`config.mk`:
```
export PLATFORM = sky130hd
export DESIGN_NAME = sensor_cond
export DESIGN_NICKNAME = d
export VERILOG_FILES = /design/src/rtl/sensor_cond.sv
export SDC_FILE = /design/constraint.sdc
export NUM_CORES = 1
export LEC_CHECK = 0
export ABC_AREA = 0
export ABC_CLOCK_PERIOD_IN_PS = 2950
export BUFFER_PORTS_ARGS = -buffer_cell sky130_fd_sc_hd__buf_4
export CAP_MARGIN = 5
export CORE_AREA = 2 2 91 93
export DETAILED_ROUTE_END_ITERATION = 6
export DIE_AREA = 0 0 93 95
export PLACE_DENSITY = 0.73
export SYNTH_ARGS = -nofsm -noshare
export SYNTH_HDL_FRONTEND = slang
export SYNTH_SLANG_ARGS = --single-unit
```
`constraint.sdc`:
```
create_clock -name clk -period 2.95 [get_ports clk]
set_input_delay 0.59 -clock clk [delete_from_list [all_inputs] [get_ports clk]]
set_output_delay 0.59 -clock clk [all_outputs]
set_load 0.01 [all_outputs]
```
`src/rtl/sensor_cond.sv`:
```
// Crank-cadence counter and torque low-pass filter for the pedal-assist drive path.
// Latency: cadence_edge is registered 3 clocks after the raw rise is sampled; cadence updates on the window terminal cycle.
// Backpressure: none; torque is consumed every cycle and all outputs are free-running levels or pulses.
module sensor_cond #(
    parameter int WIN_W = 24
) (
    input  logic        clk,
    input  logic        rst_n,
    input  logic [11:0] torque,
    input  logic        cadence_raw,
    output logic [11:0] avg_torque,
    output logic [4:0]  cadence,
    output logic        not_pedaling,
    output logic        cadence_edge
);

    // Two-flop synchronizer followed by the edge-detect flop.
    logic sync1;
    logic sync2;
    logic sync3;
    // in_vld marks that sync1 holds a genuine post-reset sample rather than its reset value.
    logic in_vld;
    // armed goes high once the synchronized input has been seen low after reset, so a
    // level held high through reset is never mistaken for a fresh crank edge.
    logic armed;

    // Window timer and per-window edge count.
    logic [WIN_W-1:0] win_cnt;
    logic             win_term;
    logic [4:0]       edge_cnt;
    logic [5:0]       edge_sum;
    logic [4:0]       edge_sat;

    // Torque filter state.
    logic [16:0] accum;
    logic [16:0] accum_upd;
    logic        np_next;
    logic        seed;

    // Synchronize the crank pulse and register a single-cycle qualified rising edge.
    always_ff @(posedge clk) begin
        if (!rst_n) begin
            sync1        <= 1'b0;
            sync2        <= 1'b0;
            sync3        <= 1'b0;
            in_vld       <= 1'b0;
            armed        <= 1'b0;
            cadence_edge <= 1'b0;
        end else begin
            sync1        <= cadence_raw;
            sync2        <= sync1;
            sync3        <= sync2;
            in_vld       <= 1'b1;
            if (in_vld && !sync1) begin
                armed <= 1'b1;
            end
            cadence_edge <= sync2 & ~sync3 & armed;
        end
    end

    assign win_term = &win_cnt;

    // Free-running cadence window timer; wraps naturally after the all-ones terminal cycle.
    always_ff @(posedge clk) begin
        if (!rst_n) begin
            win_cnt <= '0;
        end else begin
            win_cnt <= win_cnt + 1'b1;
        end
    end

    // Edge count including the current cycle's edge, clamped so the counter never wraps.
    always_comb begin
        edge_sum = {1'b0, edge_cnt} + {5'b0, cadence_edge};
        edge_sat = edge_sum[4:0];
        if (edge_sum > 6'd31) begin
            edge_sat = 5'd31;
        end
    end

    // Count edges in the open window; on the terminal cycle latch the total (including a
    // coincident edge) and start the next window from zero.
    always_ff @(posedge clk) begin
        if (!rst_n) begin
            edge_cnt <= '0;
            cadence  <= '0;
        end else if (win_term) begin
            edge_cnt <= '0;
            cadence  <= edge_sat;
        end else begin
            edge_cnt <= edge_sat;
        end
    end

    assign np_next = (cadence < 5'd2);

    // Registered pedaling flag trails the latched cadence by one cycle.
    always_ff @(posedge clk) begin
        if (!rst_n) begin
            not_pedaling <= 1'b1;
        end else begin
            not_pedaling <= np_next;
        end
    end

    // Seed on the cycle pedaling resumes; otherwise a 31/32 average step per crank edge.
    // accum - accum/32 + torque stays below 4095*32, so 17 bits never overflow.
    always_comb begin
        seed      = not_pedaling & ~np_next;
        accum_upd = accum - {5'b0, accum[16:5]} + {5'b0, torque};
    end

    // Filter accumulator: seed has priority; holds while not pedaling.
    always_ff @(posedge clk) begin
        if (!rst_n) begin
            accum <= '0;
        end else if (seed) begin
            accum <= {torque, 5'b0};
        end else if (cadence_edge && !not_pedaling) begin
            accum <= accum_upd;
        end
    end

    assign avg_torque = accum[16:5];

endmodule

```
# Yosys cells after proc, flatten, opt, wreduce, memory -nomap -nowiden
# Cells that the tools add are included.
dict set report classes {
  add_sub_neg 4
  order_cmp 2
  mux 4
  bitwise_logic 6
  reduce_logical 8
}
# operator count
set op_table {}
lappend op_table {{$mux W17} 2}
lappend op_table {{$add A24 B1 Y24 const B} 1}
lappend op_table {{$reduce_and A24 Y1} 1}
lappend op_table {{$add A17 B12 Y17} 1}
lappend op_table {{$sub A17 B12 Y17} 1}
lappend op_table {{$add A5 B1 Y6} 1}
lappend op_table {{$gt A6 B5 Y1 const B} 1}
lappend op_table {{$lt A5 B2 Y1 const B} 1}
lappend op_table {{$mux W5} 1}
lappend op_table {{$reduce_or A2 Y1} 2}
lappend op_table {{$and A1 B1 Y1} 3}
lappend op_table {{$not A1 Y1} 3}
lappend op_table {{$logic_and A1 B1 Y1} 2}
lappend op_table {{$logic_not A1 Y1} 2}
lappend op_table {{$reduce_bool A2 Y1} 1}
lappend op_table {{$mux W1} 1}
dict set report totals {
  regBits 58
  inputBits 15
  elab_cells 36
}

# Logic depth before layout (Yosys ltp)
# Gate-level depths: netlist of run 1.
dict set report depth {
  depth_word 4
  depth_mapped 10
  ltp_nobuf 10
}

# Least setup slack after synthesis of run 1
# No wires, ideal clock.
dict set report synth_timing {
  path_kind {input to register}
  start {input port torque[1]}
  end {register accum[16]}
  setup_ns 0.133
  arrival_time_ns 2.681
  required_ns 2.817
  setup_slack_ns 0.136
  cell_stages 9
  n_path_buf 0
  cell_sequence {inv_1 fa_1 inv_1 fa_1 a21o_1 a221o_2 a31oi_4 mux2i_1 a31oi_1}
}
dict set report synth_via {
  elab_chain_len 3
}
# item line_no
set synth_rtl {}
lappend synth_rtl {{start: declaration} 9} ;# input logic [11:0] torque,
lappend synth_rtl {{$add A17 B12 Y17} 110} ;# accum_upd = accum - {5'b0, accum[16:5]} + {5'b0, torque};
lappend synth_rtl {{$mux W17} 119} ;# end else if (cadence_edge && !not_pedaling) begin
lappend synth_rtl {{$mux W17} 117} ;# end else if (seed) begin
lappend synth_rtl {{end signal: assignment} 118} ;# accum <= {torque, 5'b0};
lappend synth_rtl {{end signal: assignment} 120} ;# accum <= accum_upd;
lappend synth_rtl {{end: declaration} 35} ;# logic [16:0] accum;
# Every way passes these cells. The select of a mux whose other input is x is not followed.
# A chain may end at the register's enable or synchronous reset.

# Worst setup path after layout of run 1
dict set report layout_timing {
  start {input port torque[2]}
  end {register accum[15]}
}
# The elaborated chain is that of the path after synthesis.

==> impl_metrics.py, run 1 <==
metrics = {
    "sta": {
        "fin_crit_sh_pct": 90.0,
        "slew_headroom_pct": 54.8,
        "tightest_slew_ns": 0.672,
        "fin_tns_setup_ns": 0,
        "finalHoldViolations": 0,
        "drv_slew": 0,
        "period_needed_ns": 2.66,
        "final.setup_skew_ns": 0.0100,
        "rsz0062_at_grt": "false",
        "finalWorstSetupSlack_ns": 0.294,
        "clock.fmax_mhz": 377,
        "whs_ns": 0.454,
        "finalSetupViolCount": 0,
    },
    "clock_network": {
        "numCtsBuffers": 9,
        "clkTransAtPathRegs_ns": 0.07,
        "cts_setup_buffers": 0,
        "clk_path_buf_depth": 2,
        "worstSkewPairLatency_ns": 0.34,
        "h-tree-depth": 3,
        "cts.repair.resized": 0,
        "hold_buffers": 0,
        "root_buffer": "clkbuf_8",
        "tritoncts": "built",
        "cts_sinks": 58,
    },
    "synth": {
        "syn_avg_cell_area_um2": 8.31,
        "netlist_area_um2": 3830,
        "synth_top_family_by_area": "simple AND/OR/NAND/NOR gates",
        "synth_compound_area_share_pct": 16.8,
        "netlist_top_cells_count": "dfxtp_1, inv_1, nor2_1, nand2_1, a21oi_1",
        "synth_area_leaders": "dfxtp_1, ha_1, fa_1",
        "synth_edf_count": 0,
        "yosysSeqAreaShare_pct": 30.3,
        "synth_simple_gate_area_share_pct": 23.0,
        "ys_ff_latch": 58,
        "synth_top_area_share_pct": 30.3,
        "syn-instance-count": 461,
        "yosys.area_share.adder_pct": 12.8,
        "synthMuxAreaShare_pct": 0.816,
        "synth_nets": 508,
        "yosys.area_share.xor_xnor_pct": 5.94,
        "yosysWarnings": 0,
        "yosys.area.top_type": "dfxtp_1",
        "synth_cell_type_count": 63,
        "ys_async_sr_fraction_pct": 0,
        "yosys_most_used_dff": "dfxtp_1",
    },
    "final_layout": {
        "nNetsFinal": 549,
        "multiInputGateArea_um2": 2270,
        "area_delta_synth_final_pct": 16.1,
        "utilization_pct": 56.1,
        "fillers": 728,
        "layout-drive-gt1-share_pct": 19.1,
        "regArea_um2": 1160,
        "diodes": 0,
    },
    "pwr": {
        "pwr_density_cell_nw_per_um2": 428,
        "p_total_w": 0.00190,
        "ir_worst_vdd_v": 0.000309,
        "p_leak_nw": 1.84,
    },
    "flow_run": {
        "cap_violations": 0,
    },
    "detailed_routing": {
        "firstDrtPassIters": 4,
        "drtAntennaViolNets": 0,
        "drt-initial-drc-count": 181,
        "vias": 3363,
        "wirelength_um": 8900,
        "via_per_inst": 5.50,
        "route.detailed.drc": 0,
        "wire_per_inst_um": 14.5,
    },
    "global_routing": {
        "grt_pass1_vias": 3371,
        "globalRoute.totalOverflow": 0,
        "grt_use_total_pct": 21.6,
        "antenna_found_initial": 0,
        "grt_start_max_net_pins": 25,
        "grt_pass1_wl_um": 15000,
    },
    "setup_path": {
        "end_kind": "register",
        "crit_fanout": 4,
        "criticalPathCategory": "input pin to register",
        "start_kind": "input pin",
        "worstPathRequired_ns": 3.18,
        "arrival_ns": 2.88,
    },
    "placed_design": {
        "port_buffers": 33,
        "hpwl_um": 6600,
        "gp_congestion": 0.903,
        "pre_cts_ws_ns": -0.0522,
    },
    "run_status": {
        "status": "completed",
    },
    "floorplan": {
        "die_h_um": 95,
        "die_area_um2": 8840,
        "core_um2": 7930,
        "rows": 33,
        "start_util_pct": 48.3,
        "die_w_um": 93,
        "io_pins": 34,
    },
    "worst_hold_path": {
        "hold_class": "register to register",
    },
}
## worst max-delay path: stages
cell and delay [ns]:
buf_4 0.09, inv_1 0.05, fa_1 0.54, inv_1 0.05, ha_1 0.31, buf_4 0.16, a21oi_1 0.26, a21oi_1 0.17
o21ai_0 0.38, a311o_1 0.23, nand3_1 0.06
## power by group
group | switching (W) | leakage (nW) | internal, W
combinational | 0.000146 | 1.25 | 0.000117
clock | 0.000346 | 0.112 | 0.000500
sequential | 0.00000606 | 0.469 | 0.000790
total | 0.000498 | 1.84 | 0.00141
## kinds of logic (layout without fill, tap and decap cells)
kind of cell,after synthesis,after routing
flip-flops,58,58
XOR/XNOR,26,26
multiplexers,3,3
adder cells (fa/ha/maj),32,32
AND/OR/NAND/NOR,165,165
AO/OA/AOI/OAI,91,91
buffers and inverters,86,132
## per-stage QoR
step | instance area, um2 | instances
after floorplan | 3830 | 461
after global placement | 4220 | 596
after detailed placement | 4220 | 596
after CTS | 4450 | 612
after global routing | 4450 | 612
final | 4450 | 612
## cell type report
class                   instances  area share, %
repair buffers                 58           9.79
inverters                      58           4.89
clock inverters                 6           2.03
clock buffers                  10           3.09
well taps                     105           2.95
multi-input cells             317           51.1
flip-flops and latches         58           26.1
## flip-flops by register name, indices dropped and copies added, names as in the netlist, 5 cells and up
register and flops:
accum 17, cadence 5, edge_cnt 5, win_cnt 24
## cells in the final DEF (no fill, tap or decap), drive strengths merged, types with 3 or more instances in the layout
master	Yosys	final
a211oi	7	7
a21o	4	4
a21oi	28	28
a22oi	7	7
a31oi	3	3
and2	4	4
and3	10	10
and4	3	3
buf	19	58
clkbuf	9	10
clkinv	0	3
dfxtp	58	58
fa	12	12
ha	20	20
inv	58	58
nand2	38	38
nand2b	4	4
nand3	21	21
nand4	5	5
nor2	47	47
nor3	10	10
nor4	6	6
o211ai	3	3
o21a	4	4
o21ai	14	14
o22ai	3	3
or3	9	9
xnor2	16	16
xor2	10	10
## final timing paths
check | from | end | slack, ns | depth (start not counted)
min reg2reg | accum[3] | accum[3] | 0.45 | 2
min | accum[3] | accum[3] | 0.45 | 2
max | torque[2] | accum[15] | 0.29 | 11
max reg2reg | accum[10] | accum[13] | 0.31 | 9
## per-layer routing
layer | wire length (um) | up-vias | share of wire (%) | GRT usage [%]
li1 | - | 1657 | - | -
met1 | 3900 | 1612 | 44 | 25.7
met2 | 4360 | 81 | 49 | 37.7
met3 | 534 | 13 | 6.0 | 5.27
met4 | 111 | 0 | 1.2 | 8.46
met5 | 0 | - | 0 | 0
Power figures use the tool's default switching activity.
==> inputs of run 2 (changes only) <==
--- a/config.mk
+++ b/config.mk
@@ -12,7 +12,7 @@
 export CORE_AREA = 2 2 91 93
 export DETAILED_ROUTE_END_ITERATION = 6
 export DIE_AREA = 0 0 93 95
-export PLACE_DENSITY = 0.73
+export PLACE_DENSITY_LB_ADDON = 0.2
 export SYNTH_ARGS = -nofsm -noshare
 export SYNTH_HDL_FRONTEND = slang
 export SYNTH_SLANG_ARGS = --single-unit
==> run 2 against run 1 <==
Clock skew is essentially flat. Register-to-register slack worse by 0.02 ns. Count of clock-buffer cells in the layout rose by 2. Critical path depth fell by 2. Final cell count fell by 0.16%. Sequential power about the same. Fmax is 0.23% lower. Largest cell class unchanged. Largest power group unchanged. Highest routed layer unchanged.
==> impl_metrics.py, run 2 (synthesis gave the netlist of run 1 again) <==
metrics = {
    "floorplan": {
        "core_um2": 7930,
        "rows": 33,
        "die_h_um": 95,
        "die_area_um2": 8840,
        "io_pins": 34,
        "start_util_pct": 48.3,
        "die_w_um": 93,
    },
    "detailed_routing": {
        "firstDrtPassIters": 4,
        "wl_met3_um": 380,
        "drtAntennaViolNets": 0,
        "wl_met1_um": 4040,
        "drt-initial-drc-count": 136,
        "wirelength_um": 8840,
        "vias": 3292,
        "wire_per_inst_um": 14.5,
        "route.detailed.drc": 0,
        "via_per_inst": 5.39,
        "highest_layer": "met4",
        "dr_wl_met2_um": 4250,
    },
    "final_layout": {
        "top_regs": "win_cnt (24), accum (17)",
        "nNetsFinal": 548,
        "diodes": 0,
        "area_delta_synth_final_pct": 15.9,
        "largest_reg_flops": 24,
        "largest-register": "win_cnt",
        "final_cell_mix": "inv_1, dfxtp_1, buf_4",
        "layout-drive-gt1-share_pct": 18.8,
        "fillers": 776,
    },
    "pwr": {
        "intPower_w": 0.00143,
        "power_frac_clock_pct": 44.8,
        "pwr-share-comb_pct": 13.7,
        "pwr_density_cell_nw_per_um2": 432,
        "ir_worst_vdd_v": 0.000305,
        "p_seq_share_pct": 41.5,
        "power_switching_w": 0.000490,
        "switching_share_pct": 25.5,
        "p_leak_nw": 1.84,
    },
    "setup_path": {
        "end_kind": "register",
        "path_buf_inv": 2,
        "start_kind": "register",
        "worstPathRequired_ns": 3.19,
        "arrival_ns": 2.90,
        "criticalPathCategory": "register to register",
        "slowest_delay_ns": 0.51,
        "path_delay_family": "compound AO/OA/AOI/OAI gates",
        "crit_chain": "inv_1, fa_1, inv_1, ha_1, a21o_1, a21o_1, a22oi_1, a2111oi_0, a311o_1",
        "cpMaxStageDelayCell": "fa_1",
        "crit_fanout": 7,
    },
    "clock_network": {
        "cts.repair.resized": 0,
        "hold_buffers": 0,
        "cts_sinks": 58,
        "tritoncts": "built",
        "cts_setup_buffers": 0,
        "h-tree-depth": 3,
        "worstSkewPairLatency_ns": 0.35,
        "numCtsBuffers": 9,
        "root_buffer": "clkbuf_8",
        "clkTransAtPathRegs_ns": 0.07,
        "clk_path_buf_depth": 2,
    },
    "sta": {
        "finalWorstSetupSlack_ns": 0.288,
        "rsz0062_at_grt": "false",
        "clock.fmax_mhz": 376,
        "finalHoldViolations": 0,
        "period_needed_ns": 2.66,
        "finalSetupViolCount": 0,
        "drv_slew": 0,
        "tightest_slew_ns": 0.678,
        "final.setup_skew_ns": 0.00975,
        "slew_headroom_pct": 54.8,
        "fin_crit_sh_pct": 90.2,
        "fin_tns_setup_ns": 0,
    },
    "global_routing": {
        "antenna_found_initial": 0,
        "globalRoute.totalOverflow": 0,
        "grt_start_max_net_pins": 23,
        "grt_pass1_wl_um": 14800,
        "grt_pass1_vias": 3120,
        "grt_use_total_pct": 21.7,
    },
    "worst_hold_path": {
        "hold_class": "register to register",
    },
    "flow_run": {
        "cap_violations": 0,
    },
    "placed_design": {
        "hpwl_um": 6520,
        "pre_cts_ws_ns": -0.0733,
        "port_buffers": 33,
        "gp_congestion": 0.868,
    },
    "run_status": {
        "status": "completed",
    },
}
-- run 2: cell count changes in the layout (fill, tap and decap cells not counted), sizes merged --
cell / delta
clkinv: -1
buf: -1
clkbuf: +2
clkinvlp: -1
-- run 2: metrics by stage --
step / power [W] / std cells / cell area [um2] / utilization [%] / hold WS (ns)
after global placement: 0.00107 / 595 / 4210 / 53.1 / 0.426
final: 0.00192 / 611 / 4440 / 56.0 / 0.439
after floorplan: 0.000975 / 461 / 3830 / - / 0.416
after detailed placement: 0.00107 / 595 / 4210 / 53.1 / 0.432
after CTS: 0.00193 / 611 / 4440 / 56.0 / 0.442
after global routing: 0.00199 / 611 / 4440 / 56.0 / 0.478
-- run 2: layer usage --
layer	vias up	GRT usage (%)
met5	-	0
met4	0	8.46
met3	15	5.51
met2	64	36.0
met1	1565	27.1
li1	1648	-
-- run 2: power by group through the flow --
stage / Sequential [W] / Clock (W) / Combinational [W]
final: 0.000796 / 0.000859 / 0.000263
after global routing: 0.000796 / 0.000905 / 0.000292
after CTS: 0.000796 / 0.000874 / 0.000261
after detailed placement: 0.000813 / 0 / 0.000259
after global placement: 0.000813 / 0 / 0.000254
after floorplan: 0.000812 / 0 / 0.000163
-- run 2: path summary, 6_finish.rpt --
kind                             endpoint  startpoint  cells past startpoint  slack [ns]
worst max-delay path            accum[13]   accum[10]                      9        0.29
worst min-delay path                sync2       sync1                      2        0.44
worst max register to register  accum[13]   accum[10]                      9        0.29
worst min register to register      sync2       sync1                      2        0.44
-- run 2: area by class of cell --
class | count | area [um2] | share of cell area (%)
repair buffers | 57 | 428 | 9.63
multi-input cells | 317 | 2270 | 51.2
well taps | 105 | 131 | 2.96
inverters | 58 | 218 | 4.90
clock buffers | 12 | 155 | 3.49
flip-flops and latches | 58 | 1160 | 26.1
clock inverters | 4 | 73.8 | 1.66
-- run 2: tightest hold or removal path, cell delays in order, from the launching register on --
cell     delay [ns]
dfxtp_1        0.29
inv_1          0.06
nor2_1         0.04
==> inputs of run 3 (changes only) <==
--- a/config.mk
+++ b/config.mk
@@ -10,6 +10,7 @@
 export BUFFER_PORTS_ARGS = -buffer_cell sky130_fd_sc_hd__buf_4
 export CAP_MARGIN = 5
 export CORE_AREA = 2 2 91 93
+export CTS_BUF_LIST = sky130_fd_sc_hd__clkbuf_2
 export DETAILED_ROUTE_END_ITERATION = 6
 export DIE_AREA = 0 0 93 95
 export PLACE_DENSITY_LB_ADDON = 0.2
==> run 3 against run 2 <==
Global-route usage is 0.20 points lower. Register-to-register slack worse by 0.03 ns. Non-clock buffer count stayed put. Critical endpoint unchanged. Hold slack worse by 0.076 ns. Largest power group is now registers.
==> impl_metrics.py, run 3 (synthesis gave the netlist of run 1 again) <==
metrics = {
    "setup_path": {
        "path_buf_inv": 2,
        "path_delay_family": "compound AO/OA/AOI/OAI gates",
        "crit_chain": "inv_1, fa_1, inv_1, ha_1, a21o_1, a21o_1, a22oi_1, a2111oi_0, a311o_1",
        "crit_fanout": 7,
        "start_kind": "register",
        "slowest_delay_ns": 0.51,
        "worstPathRequired_ns": 3.33,
        "cpMaxStageDelayCell": "fa_1",
        "criticalPathCategory": "register to register",
        "end_kind": "register",
        "arrival_ns": 3.07,
    },
    "clock_network": {
        "h-tree-depth": 3,
        "cts_sinks": 58,
        "root_buffer": "clkbuf_2",
        "cts.repair.resized": 0,
        "tritoncts": "built",
        "hold_buffers": 0,
        "worstSkewPairLatency_ns": 0.48,
        "numCtsBuffers": 9,
        "cts_setup_buffers": 0,
        "clkTransAtPathRegs_ns": 0.19,
        "clk_path_buf_depth": 2,
    },
    "sta": {
        "period_needed_ns": 2.69,
        "drv_slew": 0,
        "final.setup_skew_ns": 0.0295,
        "tightest_slew_ns": 0.663,
        "finalSetupViolCount": 0,
        "finalHoldViolations": 0,
        "rsz0062_at_grt": "false",
        "clock.fmax_mhz": 372,
        "finalWorstSetupSlack_ns": 0.262,
        "slew_headroom_pct": 55.5,
        "fin_crit_sh_pct": 91.1,
    },
    "global_routing": {
        "grt_use_total_pct": 21.5,
        "grt_pass1_wl_um": 14800,
        "grt_use_met2_pct": 36.1,
        "grt_start_max_net_pins": 23,
        "grt-busiest-layer": "met2",
        "met3_usage_pct": 5.03,
        "grt_pass1_vias": 3128,
        "use_met1_pct": 26.9,
        "antenna_found_initial": 1,
        "globalRoute.totalOverflow": 0,
    },
    "pwr": {
        "switching_share_pct": 28.0,
        "p_total_w": 0.00165,
        "pwr-share-comb_pct": 15.9,
        "power_switching_w": 0.000463,
        "p_seq_share_pct": 48.3,
        "power_frac_clock_pct": 35.8,
        "p_leak_nw": 1.80,
        "ir_worst_vdd_v": 0.000327,
        "pwr_density_cell_nw_per_um2": 380,
        "intPower_w": 0.00119,
    },
    "placed_design": {
        "gp_congestion": 0.868,
        "hpwl_um": 6520,
        "pre_cts_ws_ns": -0.0733,
        "port_buffers": 33,
    },
    "detailed_routing": {
        "via_per_inst": 5.38,
        "wire_per_inst_um": 14.4,
        "firstDrtPassIters": 4,
        "drtAntennaViolNets": 0,
        "drt-initial-drc-count": 144,
        "wirelength_um": 8820,
        "vias": 3290,
        "route.detailed.drc": 0,
    },
    "final_layout": {
        "largest_reg_flops": 24,
        "final_cell_mix": "inv_1, dfxtp_1, buf_4",
        "top_regs": "win_cnt (24), accum (17)",
        "largest-register": "win_cnt",
        "nNetsFinal": 548,
        "layout-drive-gt1-share_pct": 18.6,
        "area_delta_synth_final_pct": 13.4,
    },
    "floorplan": {
        "core_um2": 7930,
        "start_util_pct": 48.3,
        "io_pins": 34,
        "rows": 33,
        "die_h_um": 95,
        "die_w_um": 93,
        "die_area_um2": 8840,
    },
    "worst_hold_path": {
        "hold_class": "input pin to register",
    },
    "run_status": {
        "status": "completed",
    },
    "flow_run": {
        "cap_violations": 0,
    },
}
run 3: cell types whose count changed in the layout (fill, tap and decap cells not counted), sizes merged:
| cell | previous run | this run |
|---|---|---|
| clkbuf | 12 | 10 |
| clkinv | 2 | 4 |
| diode | 0 | 1 |
run 3: path summary, 6_finish.rpt:
| check | slack (ns) | depth (start not counted) | start | endpoint |
|---|---|---|---|---|
| worst max-delay path | 0.26 | 9 | accum[10] | accum[13] |
| worst min-delay path | 0.36 | 2 | cadence_raw | sync1 |
| worst max register to register | 0.26 | 9 | accum[10] | accum[13] |
| worst min register to register | 0.44 | 1 | sync2 | sync3 |
run 3: worst register-to-register path, stage by stage (launching register included):
cell and delay, ns:
dfxtp_1 0.43, inv_1 0.11, fa_1 0.51, inv_1 0.04
ha_1 0.37, a21o_1 0.20, a21o_1 0.18, a22oi_1 0.25
a2111oi_0 0.15, a311o_1 0.34
run 3: layout make-up:
cell class              count  area, um2
fillers                   789       3580
clock buffers              10       50.0
diodes                      1       2.50
repair buffers             57        428
multi-input cells         317       2270
flip-flops and latches     58       1160
well taps                 105        131
inverters                  58        218
clock inverters             6       81.3
run 3: power groups by stage:
stage	sequential [W]	combinational, W	clock (W)
2_1_floorplan	0.000812	0.000163	0
3_3_place_gp	0.000813	0.000254	0
3_5_place_dp	0.000813	0.000259	0
4_1_cts	0.000797	0.000261	0.000604
5_1_grt	0.000799	0.000292	0.000638
6_report	0.000797	0.000262	0.000591
run 3: stage by stage:
stage | hold slack (ns) | setup TNS [ns] | instances | instance area (um2) | utilization [%]
floorplan | 0.416 | 0 | 461 | 3830 | -
global placement | 0.426 | -0.0422 | 595 | 4210 | 53.1
detailed placement | 0.432 | -0.244 | 595 | 4210 | 53.1
CTS | 0.330 | 0 | 611 | 4340 | 54.8
global route | 0.299 | 0 | 612 | 4350 | 54.8
finish | 0.363 | 0 | 612 | 4350 | 54.8
run 3: metal layers:
| metal | part of all wire, % | wire length [um] |
|---|---|---|
| met3 | 4.6 | 404 |
| met4 | 1.8 | 159 |
| met5 | 0 | 0 |
| met1 | 46 | 4020 |
| met2 | 48 | 4240 |
